`src/rtl/fib_disp_pkg.sv`:
```
// Shared constants, converter state encoding and anode helper for the
// Fibonacci display driver.
package fib_disp_pkg;

   localparam int LIMIT_DEFAULT = 9999;
   localparam int BCD_DIGITS    = 4;
   localparam int BIN_W         = 16;

   typedef enum logic [1:0] {
      IDLE,
      SHIFT,
      LOAD
   } conv_state_t;

   // Active-low one-hot anode select for the given digit index.
   function automatic logic [BCD_DIGITS-1:0] anode_onehot_n(input logic [1:0] idx);
      return ~(4'b0001 << idx);
   endfunction

endpackage

```
`src/rtl/fib_display_driver_bin2bcd_seq.sv`:
```
// Sequential double-dabble binary-to-BCD converter: one bit per clock.
// start loads the operand, 16 SHIFT cycles build the digits, LOAD presents
// them on bcd_out with done high. abort drops a conversion in progress; abort
// together with start restarts on the new operand.
module bin2bcd_seq
   import fib_disp_pkg::*;
(
   input  logic             clock,
   input  logic             reset,
   input  logic             start,
   input  logic             abort,
   input  logic [BIN_W-1:0] bin_in,
   output logic             busy,
   output logic             done,
   output logic [BIN_W-1:0] bcd_out
);

   localparam int          SR_W     = 2 * BIN_W;
   localparam logic [3:0]  CNT_LAST = 4'(BIN_W - 1);

   conv_state_t      state_q, state_d;
   logic [3:0]       cnt_q, cnt_d;
   logic [SR_W-1:0]  sr_q, sr_d;
   logic [BIN_W-1:0] bcd_adj;

   // Add 3 to every BCD digit that is 5 or more before the next shift.
   generate
      for (genvar gi = 0; gi < BCD_DIGITS; gi++) begin : g_adj
         logic [3:0] dig;
         assign dig = sr_q[BIN_W + 4*gi +: 4];
         assign bcd_adj[4*gi +: 4] = (dig >= 4'd5) ? dig + 4'd3 : dig;
      end
   endgenerate

   // Next-state: shift while in SHIFT, start/abort take priority.
   always_comb begin
      state_d = state_q;
      cnt_d   = cnt_q;
      sr_d    = sr_q;
      case (state_q)
         SHIFT: begin
            sr_d  = {bcd_adj[BIN_W-2:0], sr_q[BIN_W-1:0], 1'b0};
            cnt_d = cnt_q + 4'd1;
            if (cnt_q == CNT_LAST) begin
               state_d = LOAD;
            end
         end
         LOAD:    state_d = IDLE;
         default: ;
      endcase
      if (start && (state_q == IDLE || abort)) begin
         sr_d    = {{BIN_W{1'b0}}, bin_in};
         cnt_d   = '0;
         state_d = SHIFT;
      end else if (abort) begin
         cnt_d   = '0;
         state_d = IDLE;
      end
   end

   // State, bit counter and shift register.
   always_ff @(posedge clock or posedge reset) begin
      if (reset) begin
         state_q <= IDLE;
         cnt_q   <= '0;
         sr_q    <= '0;
      end else begin
         state_q <= state_d;
         cnt_q   <= cnt_d;
         sr_q    <= sr_d;
      end
   end

   assign busy    = (state_q != IDLE);
   assign done    = (state_q == LOAD) && !abort;
   assign bcd_out = sr_q[SR_W-1:BIN_W];

endmodule

```
`src/rtl/fib_display_driver.sv`:
```
// Fibonacci term generator feeding a 4-digit multiplexed BCD display.
// Terms advance every STEP_DIV enabled cycles, each new term is converted to
// BCD in the background, and the display register only changes when a
// conversion completes, so the scanned digits never show a partial value.
module fib_display_driver
   import fib_disp_pkg::*;
#(
   parameter int STEP_DIV = 50_000_000,
   parameter int SCAN_DIV = 50_000,
   parameter int LIMIT    = LIMIT_DEFAULT
)(
   input  logic        clock,
   input  logic        reset,
   input  logic        enable,
   input  logic        restart,
   output logic [3:0]  fibonacci,
   output logic [3:0]  an,
   output logic [15:0] value,
   output logic        bcd_valid
);

   localparam int STEP_W = $clog2(STEP_DIV);
   localparam int SCAN_W = (SCAN_DIV > 1) ? $clog2(SCAN_DIV) : 1;
   localparam logic [STEP_W-1:0] STEP_LAST = STEP_W'(STEP_DIV - 1);
   localparam logic [STEP_W-1:0] STEP_ONE  = STEP_W'(1);
   localparam logic [SCAN_W-1:0] SCAN_LAST = SCAN_W'(SCAN_DIV - 1);
   localparam logic [SCAN_W-1:0] SCAN_ONE  = SCAN_W'(1);
   localparam logic [16:0]       LIMIT_V   = 17'(LIMIT);

   logic [STEP_W-1:0] step_cnt_q, step_cnt_d;
   logic [15:0]       a_q, a_d;
   logic [16:0]       b_q, b_d;
   logic              pending_q, pending_d;
   logic [15:0]       disp_q, disp_d;
   logic              bcd_valid_q, bcd_valid_d;
   logic [SCAN_W-1:0] scan_cnt_q, scan_cnt_d;
   logic [1:0]        idx_q, idx_d;
   logic [3:0]        fib_q, fib_d;
   logic [3:0]        an_q, an_d;

   logic              step_tick;
   logic [16:0]       sum;
   logic              conv_start, conv_abort, conv_busy, conv_done;
   logic [15:0]       conv_bin, conv_bcd;

   bin2bcd_seq u_conv (
      .clock   (clock),
      .reset   (reset),
      .start   (conv_start),
      .abort   (conv_abort),
      .bin_in  (conv_bin),
      .busy    (conv_busy),
      .done    (conv_done),
      .bcd_out (conv_bcd)
   );

   // Step timer, term update, pending step and converter kick-off.
   always_comb begin
      step_cnt_d = step_cnt_q;
      step_tick  = 1'b0;
      if (enable) begin
         if (step_cnt_q == STEP_LAST) begin
            step_tick  = 1'b1;
            step_cnt_d = '0;
         end else begin
            step_cnt_d = step_cnt_q + STEP_ONE;
         end
      end
      sum        = {1'b0, a_q} + b_q;
      a_d        = a_q;
      b_d        = b_q;
      pending_d  = pending_q;
      conv_start = 1'b0;
      conv_abort = 1'b0;
      conv_bin   = b_q[15:0];
      if (restart) begin
         a_d        = '0;
         b_d        = 17'd1;
         pending_d  = 1'b0;
         step_cnt_d = '0;
         conv_abort = 1'b1;
         conv_start = 1'b1;
         conv_bin   = '0;
      end else if ((step_tick || pending_q) && !conv_busy) begin
         pending_d  = 1'b0;
         conv_start = 1'b1;
         if (b_q > LIMIT_V) begin
            // Next term would exceed the display range: restart at 0, 1.
            a_d      = '0;
            b_d      = 17'd1;
            conv_bin = '0;
         end else begin
            a_d      = b_q[15:0];
            b_d      = sum;
            conv_bin = b_q[15:0];
         end
      end else if (step_tick) begin
         pending_d = 1'b1;
      end
   end

   // Display load, digit scan and registered nibble/anode outputs.
   always_comb begin
      disp_d      = conv_done ? conv_bcd : disp_q;
      bcd_valid_d = conv_done;
      scan_cnt_d  = scan_cnt_q + SCAN_ONE;
      idx_d       = idx_q;
      if (scan_cnt_q == SCAN_LAST) begin
         scan_cnt_d = '0;
         idx_d      = idx_q + 2'd1;
      end
      // Nibble and anode come from the same next-state index so they always agree.
      fib_d = disp_d[4*idx_d +: 4];
      an_d  = anode_onehot_n(idx_d);
   end

   // All top-level state.
   always_ff @(posedge clock or posedge reset) begin
      if (reset) begin
         step_cnt_q  <= '0;
         a_q         <= '0;
         b_q         <= 17'd1;
         pending_q   <= 1'b0;
         disp_q      <= '0;
         bcd_valid_q <= 1'b0;
         scan_cnt_q  <= '0;
         idx_q       <= '0;
         fib_q       <= '0;
         an_q        <= 4'b1110;
      end else begin
         step_cnt_q  <= step_cnt_d;
         a_q         <= a_d;
         b_q         <= b_d;
         pending_q   <= pending_d;
         disp_q      <= disp_d;
         bcd_valid_q <= bcd_valid_d;
         scan_cnt_q  <= scan_cnt_d;
         idx_q       <= idx_d;
         fib_q       <= fib_d;
         an_q        <= an_d;
      end
   end

   assign value     = a_q;
   assign bcd_valid = bcd_valid_q;
   assign fibonacci = fib_q;
   assign an        = an_q;

endmodule

```
`config.mk`:
```
export PLATFORM = sky130hd
export DESIGN_NAME = fib_display_driver
export DESIGN_NICKNAME = d
export VERILOG_FILES = /design/src/rtl/fib_disp_pkg.sv /design/src/rtl/fib_display_driver_bin2bcd_seq.sv /design/src/rtl/fib_display_driver.sv
export SDC_FILE = /design/constraint.sdc
export NUM_CORES = 1
export LEC_CHECK = 0
export ABC_AREA = 1
export CORE_ASPECT_RATIO = 0.8
export CORE_MARGIN = 1.5
export CORE_UTILIZATION = 50
export DETAILED_ROUTE_END_ITERATION = 12
export HOLD_SLACK_MARGIN = 0.02
export MAX_ROUTING_LAYER = met4
export PLACE_DENSITY = 0.64
export SLEW_MARGIN = 20
export SYNTH_ARGS = -nofsm -noshare
export SYNTH_HDL_FRONTEND = slang
export SYNTH_SLANG_ARGS = --single-unit
```
`constraint.sdc`:
```
create_clock -name clock -period 6.2 [get_ports clock]
set_input_delay 1.24 -clock clock [delete_from_list [all_inputs] [get_ports clock]]
set_output_delay 1.24 -clock clock [all_outputs]
set_load 0.02 [all_outputs]
```
==> metrics.txt, run 1 <==
status=complete, no violations; Net Count, Synth=1,093; top post-synthesis cells by count=nand2_1, inv_1, dfrtp_1, nor2_1, nand3_1; Area Growth Syn to Fin=13.2%; CP Class=in -> reg; drt pass-1 iters=5; largest net degree at the start of global routing=104; Setup crit start=restart; post-CTS sizing=0; last element of the critical path=b_q[13]$_DFFE_PP0N_; routed len/inst=13.8 um; Rel. slew slack=0.335; r2r setup slk=3.82 ns; worst-path fanout max=40; R2R depth=7; Core ar.=15,700 um2; min-delay src=scan_cnt_q[0]$_DFF_PP0_; top-area cell type share of the netlist area=0.428; die height=116 um; setup TNS=0 ns; most frequent cell after synthesis=nand2_1; Vias/cell=5.16; Synth area leader=dfrtp_1; worst flop-to-flop path endpoint=b_q[13]$_DFFE_PP0N_; Clock Skew=0.0129 ns; Reg-to-Reg Start=b_q[4]$_DFFE_PP0N_; register bit total from synthesis=141; Post-DRT Antenna Nets=0; register area share after synthesis=0.442; Global Route Usage Sum=0.247; critical path launch point type=primary input; first-pass GRT wire length=31,700 um; Worst-path clk slew=0.06 ns; fin crit period=3.57 ns; ant diodes=0; crit share post-route=0.576; final core occ=0.577; vias in the first global route=6,475; Hold WS=0.464 ns; number of buffers created by CTS=17; Cell Area, Placed=8450 um2; DIE AREA=16,800 um2; Clock Sinks=141; First DRT Iteration DRCs=422; Initial Utilization=0.510; Root Driver=clkbuf_16; Tightest Pin Transition=0.997 ns; Async S/R FF share, synth=1.00; WL final=18,100 um; antenna violations before repair=0; count of final setup violators=0; Synth area leaders=dfrtp_1, nand2_1, inv_1; worst hold path type=reg -> reg; synth warn=0; WP data required=6.54 ns; final non-filler cell total=1,313; H-tree depth=4; Mapped Area=8000 um2; Final Net Count=1,117; Post-CTS Setup Bufs=0; Design Power=2.03 mW; final hold violation count=0; share of layout cells above drive strength 1=0.0738; EDFF count, synth=0; Post-Synthesis Cells=1,061; CP endpoint kind=flop; fmax=0.280 GHz; DP Wirelength=12,600 um; CTS tree=done; CTS Hold Buffers Added=0; PD cells=224 nW/um2; Clk Latency, worst-skew pair=0.43 ns; Port Buffers=28; Die W=144 um; crit path setup slack, layout=2.63 ns; Place WS=2.09 ns; Max-cap violations=0; # IOs=29; Syn Area/Cell=7.54 um2; drt drc=0; routed vias=6,779; Main synth FF type=dfrtp_1; RSZ-0062 raised after global routing=no; Rows=41; Cell variety after synth=45; WP data arrival=3.91 ns; global route overflow=0; fin. max-slew vios=0; VDD IR-drop max=0.000167 V; Final GP Congestion=0.880; placed insts=1,281; clk buf depth=2; Design Area, Final=9060 um2; Leakage=4.49 nW
## logic make-up after synthesis
family / Yosys count / synth area share
and+or+nand+nor: 572 / 0.317
buffers and inverters: 175 / 0.0880
DFF: 141 / 0.442
AOI/OAI and AO/OA: 123 / 0.0843
adders and majority gates: 28 / 0.0447
xor gates and xnor gates: 21 / 0.0230
muxes: 1 / 0.00125
## worst min path at each step
| stage | end | slack (ns) | depth (start not counted) |
|---|---|---|---|
| CTS | scan_cnt_q[0]$_DFF_PP0_ | 0.46 | 1 |
| finish | scan_cnt_q[0]$_DFF_PP0_ | 0.46 | 1 |
| global placement | scan_cnt_q[0]$_DFF_PP0_ | 0.45 | 1 |
| floorplan | scan_cnt_q[0]$_DFF_PP0_ | 0.43 | 1 |
| detailed placement | u_conv.sr_q[0]$_DFFE_PP0P_ | 0.45 | 2 |
| global route | scan_cnt_q[0]$_DFF_PP0_ | 0.49 | 1 |
## flip-flops by register name, summed over array words and instances (netlist names)
name	flops
an	4
step_cnt_q	26
pending_q	1
b_q	17
idx_q	2
u_conv.state_q	2
fibonacci	4
scan_cnt_q	16
value	16
u_conv.cnt_q	4
u_conv.sr_q	32
bcd_valid	1
disp_q	16
## worst max-delay path, stage by stage
cell and delay [ns]:
clkdlybuf4s50_1 0.48, inv_2 0.57, nand3_1 0.18, a21oi_2 0.77
nand2_2 0.41, o21ai_0 0.25
## layout by cell type, fill, tap and decap left out, types with 4 or more instances in the layout
| master | instances |
|---|---|
| a21oi_1 | 45 |
| xnor2_1 | 9 |
| ha_1 | 27 |
| nand2_1 | 290 |
| clkinv_4 | 4 |
| clkinv_2 | 4 |
| nand4_1 | 52 |
| nand3_1 | 79 |
| o21ai_0 | 55 |
| dfstp_2 | 4 |
| o21ai_2 | 9 |
| nor2_1 | 101 |
| o21ai_1 | 4 |
| inv_1 | 141 |
| nor2_2 | 8 |
| dfrtp_1 | 137 |
| buf_4 | 4 |
| clkdlybuf4s50_1 | 28 |
| xor2_1 | 12 |
| nor3_1 | 17 |
| clkbuf_16 | 17 |
| nand2_2 | 7 |
## power by group
| group | internal [mW] | switching (mW) |
|---|---|---|
| Sequential | 0.923 | 0.00283 |
| Combinational | 0.00813 | 0.0409 |
| Clock | 0.643 | 0.410 |
## cell type report
type                       count  area [um2]
clock buffer                  18         439
clock inverter                14         169
fill                        1521        6640
inverter                     148         568
multi-input combinational    745        3770
sequential                   141        3530
tap                          215         269
timing repair buffer          32         310
## metal layers
metal / wire length [um] / GRT usage
met2: 7830 / 0.360
met4: 294 / 0.0687
met1: 9380 / 0.353
met5: 0 / -
met3: 604 / 0.0467
(Power assumes the default switching activity.)
==> inputs of run 2 (changes only) <==
==> constraint.sdc (replaced) <==
create_clock -name clock -period 3.6 [get_ports clock]
set_input_delay 0.72 -clock clock [delete_from_list [all_inputs] [get_ports clock]]
set_output_delay 0.72 -clock clock [all_outputs]
set_load 0.02 [all_outputs]
==> metrics.txt, run 2 (same netlist as run 1, synthesis figures left out) <==
status=complete, no violations; Place WS=0.808 ns (-1.28 ns); fin. max-slew vios=0 (unchanged); Tightest Pin Transition=0.898 ns (-0.0992 ns); Root Driver=clkbuf_16; crit path setup slack, layout=1.22 ns (-1.41 ns); fin crit period=2.38 ns; r2r setup slk=1.26 ns (-2.56 ns); met1 wire length=9180 um (-2.2%); VDD IR-drop max=0.000340 V (+100%); Clk Latency, worst-skew pair=0.42 ns (about the same); WP data arrival=2.69 ns (-1.22 ns); Vias/cell=5.15 (-0.23%); final non-filler cell total=1,324 (+0.84%); flip-flop count of the largest register after layout=32 (unchanged); Rel. slew slack=0.401 (+0.0655); commonest non-fill, non-tap cell in the layout=nand2_1; met2 WL=8160 um (+4.2%); die height=116 um (unchanged); Die W=144 um (unchanged); largest net degree at the start of global routing=41 (-61%); Final Net Count=1,128 (+0.98%); Port Buffers=28 (unchanged); fillers=1,497 (-1.6%); Leakage=4.59 nW (+2.1%); Clock Sinks=141 (unchanged); post-CTS sizing=0 (unchanged); crit share post-route=0.661; clk buf depth=2 (unchanged); PD cells=397 nW/um2 (+77%); drt drc=0 (unchanged); Area Growth Syn to Fin=15.5%; routed len/inst=13.7 um (-1.0%); vias in the first global route=6,303 (-2.7%); Largest regs=u_conv.sr_q: 32 flops, step_cnt_q: 26 flops, b_q: 17 flops; CP Class=in -> reg; Core ar.=15,700 um2 (unchanged); number of buffers created by CTS=17 (unchanged); DP Wirelength=13,100 um (+4.4%); global route overflow=0 (unchanged); WL final=18,100 um (-0.22%); Post-CTS Setup Bufs=0 (unchanged); final hold violation count=0 (unchanged); Top Layer Used=met4; First DRT Iteration DRCs=361 (-14%); worst-path fanout max=10 (-75%); Max-cap violations=0 (unchanged); CTS tree=done; worst hold path type=reg -> reg; routed vias=6,820 (+0.60%); Global Route Usage Sum=0.242 (-0.00459); met3 wire len=584 um (-3.3%); first-pass GRT wire length=30,800 um (-2.7%); Final GP Congestion=0.921 (+4.7%); critical path launch point type=primary input; Largest Register=u_conv.sr_q; Rows=41 (unchanged); count of final setup violators=0 (unchanged); share of layout cells above drive strength 1=0.0803 (+0.00648); antenna violations before repair=0 (unchanged); Worst-path clk slew=0.06 ns (about the same); Clock Skew=0.0106 ns (-0.00229 ns); Post-DRT Antenna Nets=0 (unchanged); Initial Utilization=0.510 (unchanged); DIE AREA=16,800 um2 (unchanged); WP data required=3.91 ns (-2.63 ns); # IOs=29 (unchanged); Multi-input gate area=3760 um2 (-0.13%); placed insts=1,291 (+0.78%); RSZ-0062 raised after global routing=no; fmax=0.420 GHz; drt pass-1 iters=5 (unchanged); ant diodes=0 (unchanged); H-tree depth=4 (unchanged); CTS Hold Buffers Added=0 (unchanged); commonest non-fill, non-tap cells in the layout=nand2_1, inv_1, dfrtp_1, nor2_1, nand3_1; setup TNS=0 ns (unchanged); CP endpoint kind=flop; Reg area=3530 um2 (unchanged)
-- run 2: layout make-up --
cell class                      instances  share of cell area
Clock buffer                           23              0.0528
Clock inverter                          9              0.0195
Inverter                              148              0.0613
Multi-Input combinational cell        745               0.407
Sequential cell                       141               0.382
Tap cell                              215              0.0291
Timing Repair Buffer                   43              0.0479
-- run 2: final timing paths --
path | to | startpoint | cells after the start
min reg2reg | scan_cnt_q[0]$_DFF_PP0_ | scan_cnt_q[0]$_DFF_PP0_ | 1
max reg2reg | value[5]$_DFFE_PP0N_ | step_cnt_q[0]$_DFFE_PP0P_ | 12
max in group asynchronous | b_q[0]$_DFFE_PP1N_ | reset | 4
min in group asynchronous | step_cnt_q[24]$_DFFE_PP0P_ | reset | 2
min | scan_cnt_q[0]$_DFF_PP0_ | scan_cnt_q[0]$_DFF_PP0_ | 1
max | step_cnt_q[19]$_DFFE_PP0P_ | enable | 10
-- run 2: report_power, final --
| group | internal [mW] | leakage, nW | switching [mW] |
|---|---|---|---|
| combinational | 0.0269 | 2.33 | 0.0738 |
| clock | 1.31 | 0.324 | 0.666 |
| sequential | 1.59 | 1.93 | 0.00463 |
-- run 2: per-layer routing --
layer,GRT usage,vias up
li1,-,3495
met1,0.336,3207
met2,0.366,103
met3,0.0492,15
met4,0.0613,0
met5,-,-
-- run 2: worst max-delay path, cell delays in order --
cell             delay (ns)
clkdlybuf4s50_1        0.73
nor2_2                 0.16
nor2_2                 0.21
nand2_1                0.09
nor2_1                 0.19
nand2_1                0.10
nor2_2                 0.17
nand2_1                0.09
o21ai_0                0.16
nor2_1                 0.05
-- run 2: through the flow --
| step | instance area, um2 | power [mW] | hold slack [ns] | util |
|---|---|---|---|---|
| final | 9250 | 3.67 | 0.463 | 0.589 |
| after global routing | 9250 | 3.79 | 0.488 | 0.589 |
| after CTS | 9230 | 3.71 | 0.466 | 0.588 |
| after detailed placement | 8560 | 1.72 | 0.458 | 0.545 |
| after global placement | 8560 | 1.72 | 0.454 | 0.545 |
| after floorplan | 8010 | 1.69 | 0.430 | - |
==> inputs of run 3 (changes only) <==
==> constraint.sdc (replaced) <==
create_clock -name clock -period 2.4 [get_ports clock]
set_input_delay 0.48 -clock clock [delete_from_list [all_inputs] [get_ports clock]]
set_output_delay 0.48 -clock clock [all_outputs]
set_load 0.02 [all_outputs]
==> metrics.txt, run 3 (same netlist as run 1, synthesis figures left out) <==
CP endpoint kind=flop; Final Net Count=1,134 (+0.53%); CTS tree=done; Clk Latency, worst-skew pair=0.42 ns (about the same); setup TNS=0 ns (unchanged); Design Power=5.03 mW (+37%); critical path launch point type=flop; worst flop-to-flop path endpoint=b_q[12]$_DFFE_PP0N_; Cell Area, Placed=8600 um2 (+0.47%); Final GP Congestion=0.917 (-0.38%); Setup crit start=b_q[0]$_DFFE_PP1N_; Rel. slew slack=0.677 (+0.276); Max-cap violations=0 (unchanged); Worst-path clk slew=0.06 ns (about the same); Rows=41 (unchanged); routed vias=6,875 (+0.81%); crit share post-route=0.921; Tightest Pin Transition=0.482 ns (-0.415 ns); Multi-input gate area=3760 um2 (unchanged); Place WS=0.0611 ns (-0.747 ns); antenna violations before repair=0 (unchanged); R2R depth=11 (-1); PD cells=549 nW/um2 (+38%); drt drc=0 (unchanged); commonest non-fill, non-tap cells in the layout=nand2_1, inv_1, dfrtp_1, nor2_1, nand3_1; Root Driver=clkbuf_16; worst-path fanout max=3 (-7); Port Buffers=28 (unchanged); last element of the critical path=b_q[12]$_DFFE_PP0N_; Area Growth Syn to Fin=14.4%; clk buf depth=2 (unchanged); Largest regs=u_conv.sr_q: 32 flops, step_cnt_q: 26 flops, b_q: 17 flops; vias in the first global route=6,560 (+4.1%); # IOs=29 (unchanged); DIE AREA=16,800 um2 (unchanged); Reg area=3530 um2 (unchanged); Post-CTS Setup Bufs=0 (unchanged); global route overflow=0 (unchanged); routed len/inst=13.6 um (about the same); die height=116 um (unchanged); First DRT Iteration DRCs=386 (+6.9%); final core occ=0.583 (-0.00566); H-tree depth=4 (unchanged); Design Area, Final=9160 um2 (-0.96%); fmax=0.453 GHz; Post-DRT Antenna Nets=0 (unchanged); Reg-to-Reg Start=b_q[0]$_DFFE_PP1N_; flip-flop count of the largest register after layout=32 (unchanged); first-pass GRT wire length=31,300 um (+1.5%); crit path setup slack, layout=0.190 ns (-1.03 ns); RSZ-0062 raised after global routing=no; ant diodes=0 (unchanged); CP Class=reg -> reg; share of layout cells above drive strength 1=0.0861 (+0.00585); fin crit period=2.21 ns; drt pass-1 iters=5 (unchanged); Leakage=4.56 nW (-0.68%); WP data arrival=2.52 ns (-0.17 ns); status=complete, no violations; r2r setup slk=0.19 ns (-1.07 ns); fillers=1,460 (-2.5%); Global Route Usage Sum=0.245 (+0.00218); Clock Skew=0.00973 ns (-0.000887 ns); Vias/cell=5.17 (+0.35%); final hold violation count=0 (unchanged); post-CTS sizing=0 (unchanged); Die W=144 um (unchanged); count of final setup violators=0 (unchanged); Initial Utilization=0.510 (unchanged); number of buffers created by CTS=17 (unchanged); CTS Hold Buffers Added=0 (unchanged); DP Wirelength=13,000 um (-0.96%); VDD IR-drop max=0.000395 V (+16%); Largest Register=u_conv.sr_q; worst hold path type=in -> async; WP data required=2.71 ns (-1.20 ns); Core ar.=15,700 um2 (unchanged); WL final=18,200 um (+0.44%); fin. max-slew vios=0 (unchanged); Clock Sinks=141 (unchanged); commonest non-fill, non-tap cell in the layout=nand2_1; largest net degree at the start of global routing=83 (+100%)
-- run 3: critical path, stage by stage (launching register included) --
cell     delay (ns)
dfstp_2        0.54
ha_1           0.25
inv_1          0.08
fa_1           0.41
inv_1          0.09
nand3_1        0.07
nand3_1        0.15
nand4_1        0.20
nand3_1        0.12
nand2_1        0.05
nand4_1        0.08
nand2_1        0.05
-- run 3: worst min-delay path by stage --
stage	slack [ns]	startpoint	cells after the start	end
detailed placement	0.46	scan_cnt_q[0]$_DFF_PP0_	1	scan_cnt_q[0]$_DFF_PP0_
CTS	0.33	reset	2	step_cnt_q[0]$_DFFE_PP0P_
floorplan	0.43	scan_cnt_q[0]$_DFF_PP0_	1	scan_cnt_q[0]$_DFF_PP0_
global placement	0.45	scan_cnt_q[0]$_DFF_PP0_	1	scan_cnt_q[0]$_DFF_PP0_
finish	0.34	reset	2	step_cnt_q[24]$_DFFE_PP0P_
global route	0.34	reset	2	step_cnt_q[0]$_DFFE_PP0P_
-- run 3: per-stage QoR --
step / hold WS [ns] / std cells
finish: 0.342 / 1330
global route: 0.342 / 1330
CTS: 0.334 / 1330
detailed placement: 0.456 / 1298
global placement: 0.452 / 1298
floorplan: 0.430 / 1061
-- run 3: cell type report --
type / count / share of cell area
clock buffers: 19 / 0.0484
flip-flops and latches: 141 / 0.386
inverters: 148 / 0.0619
multi-input cells: 745 / 0.411
repair buffers: 49 / 0.0506
clock inverters: 13 / 0.0127
well taps: 215 / 0.0294
-- run 3: routing by layer --
| layer | vias to the layer above | share of wire | GRT usage |
|---|---|---|---|
| li1 | 3512 | - | - |
| met2 | 127 | 0.43 | 0.364 |
| met5 | - | 0 | - |
| met3 | 25 | 0.040 | 0.0537 |
| met4 | 0 | 0.012 | 0.0606 |
| met1 | 3211 | 0.51 | 0.341 |
-- run 3: report_power, final --
group | total [mW] | internal (mW) | switching (mW)
clock network | 2.49 | 1.45 | 1.04
logic | 0.145 | 0.0360 | 0.109
registers | 2.39 | 2.39 | 0.00683
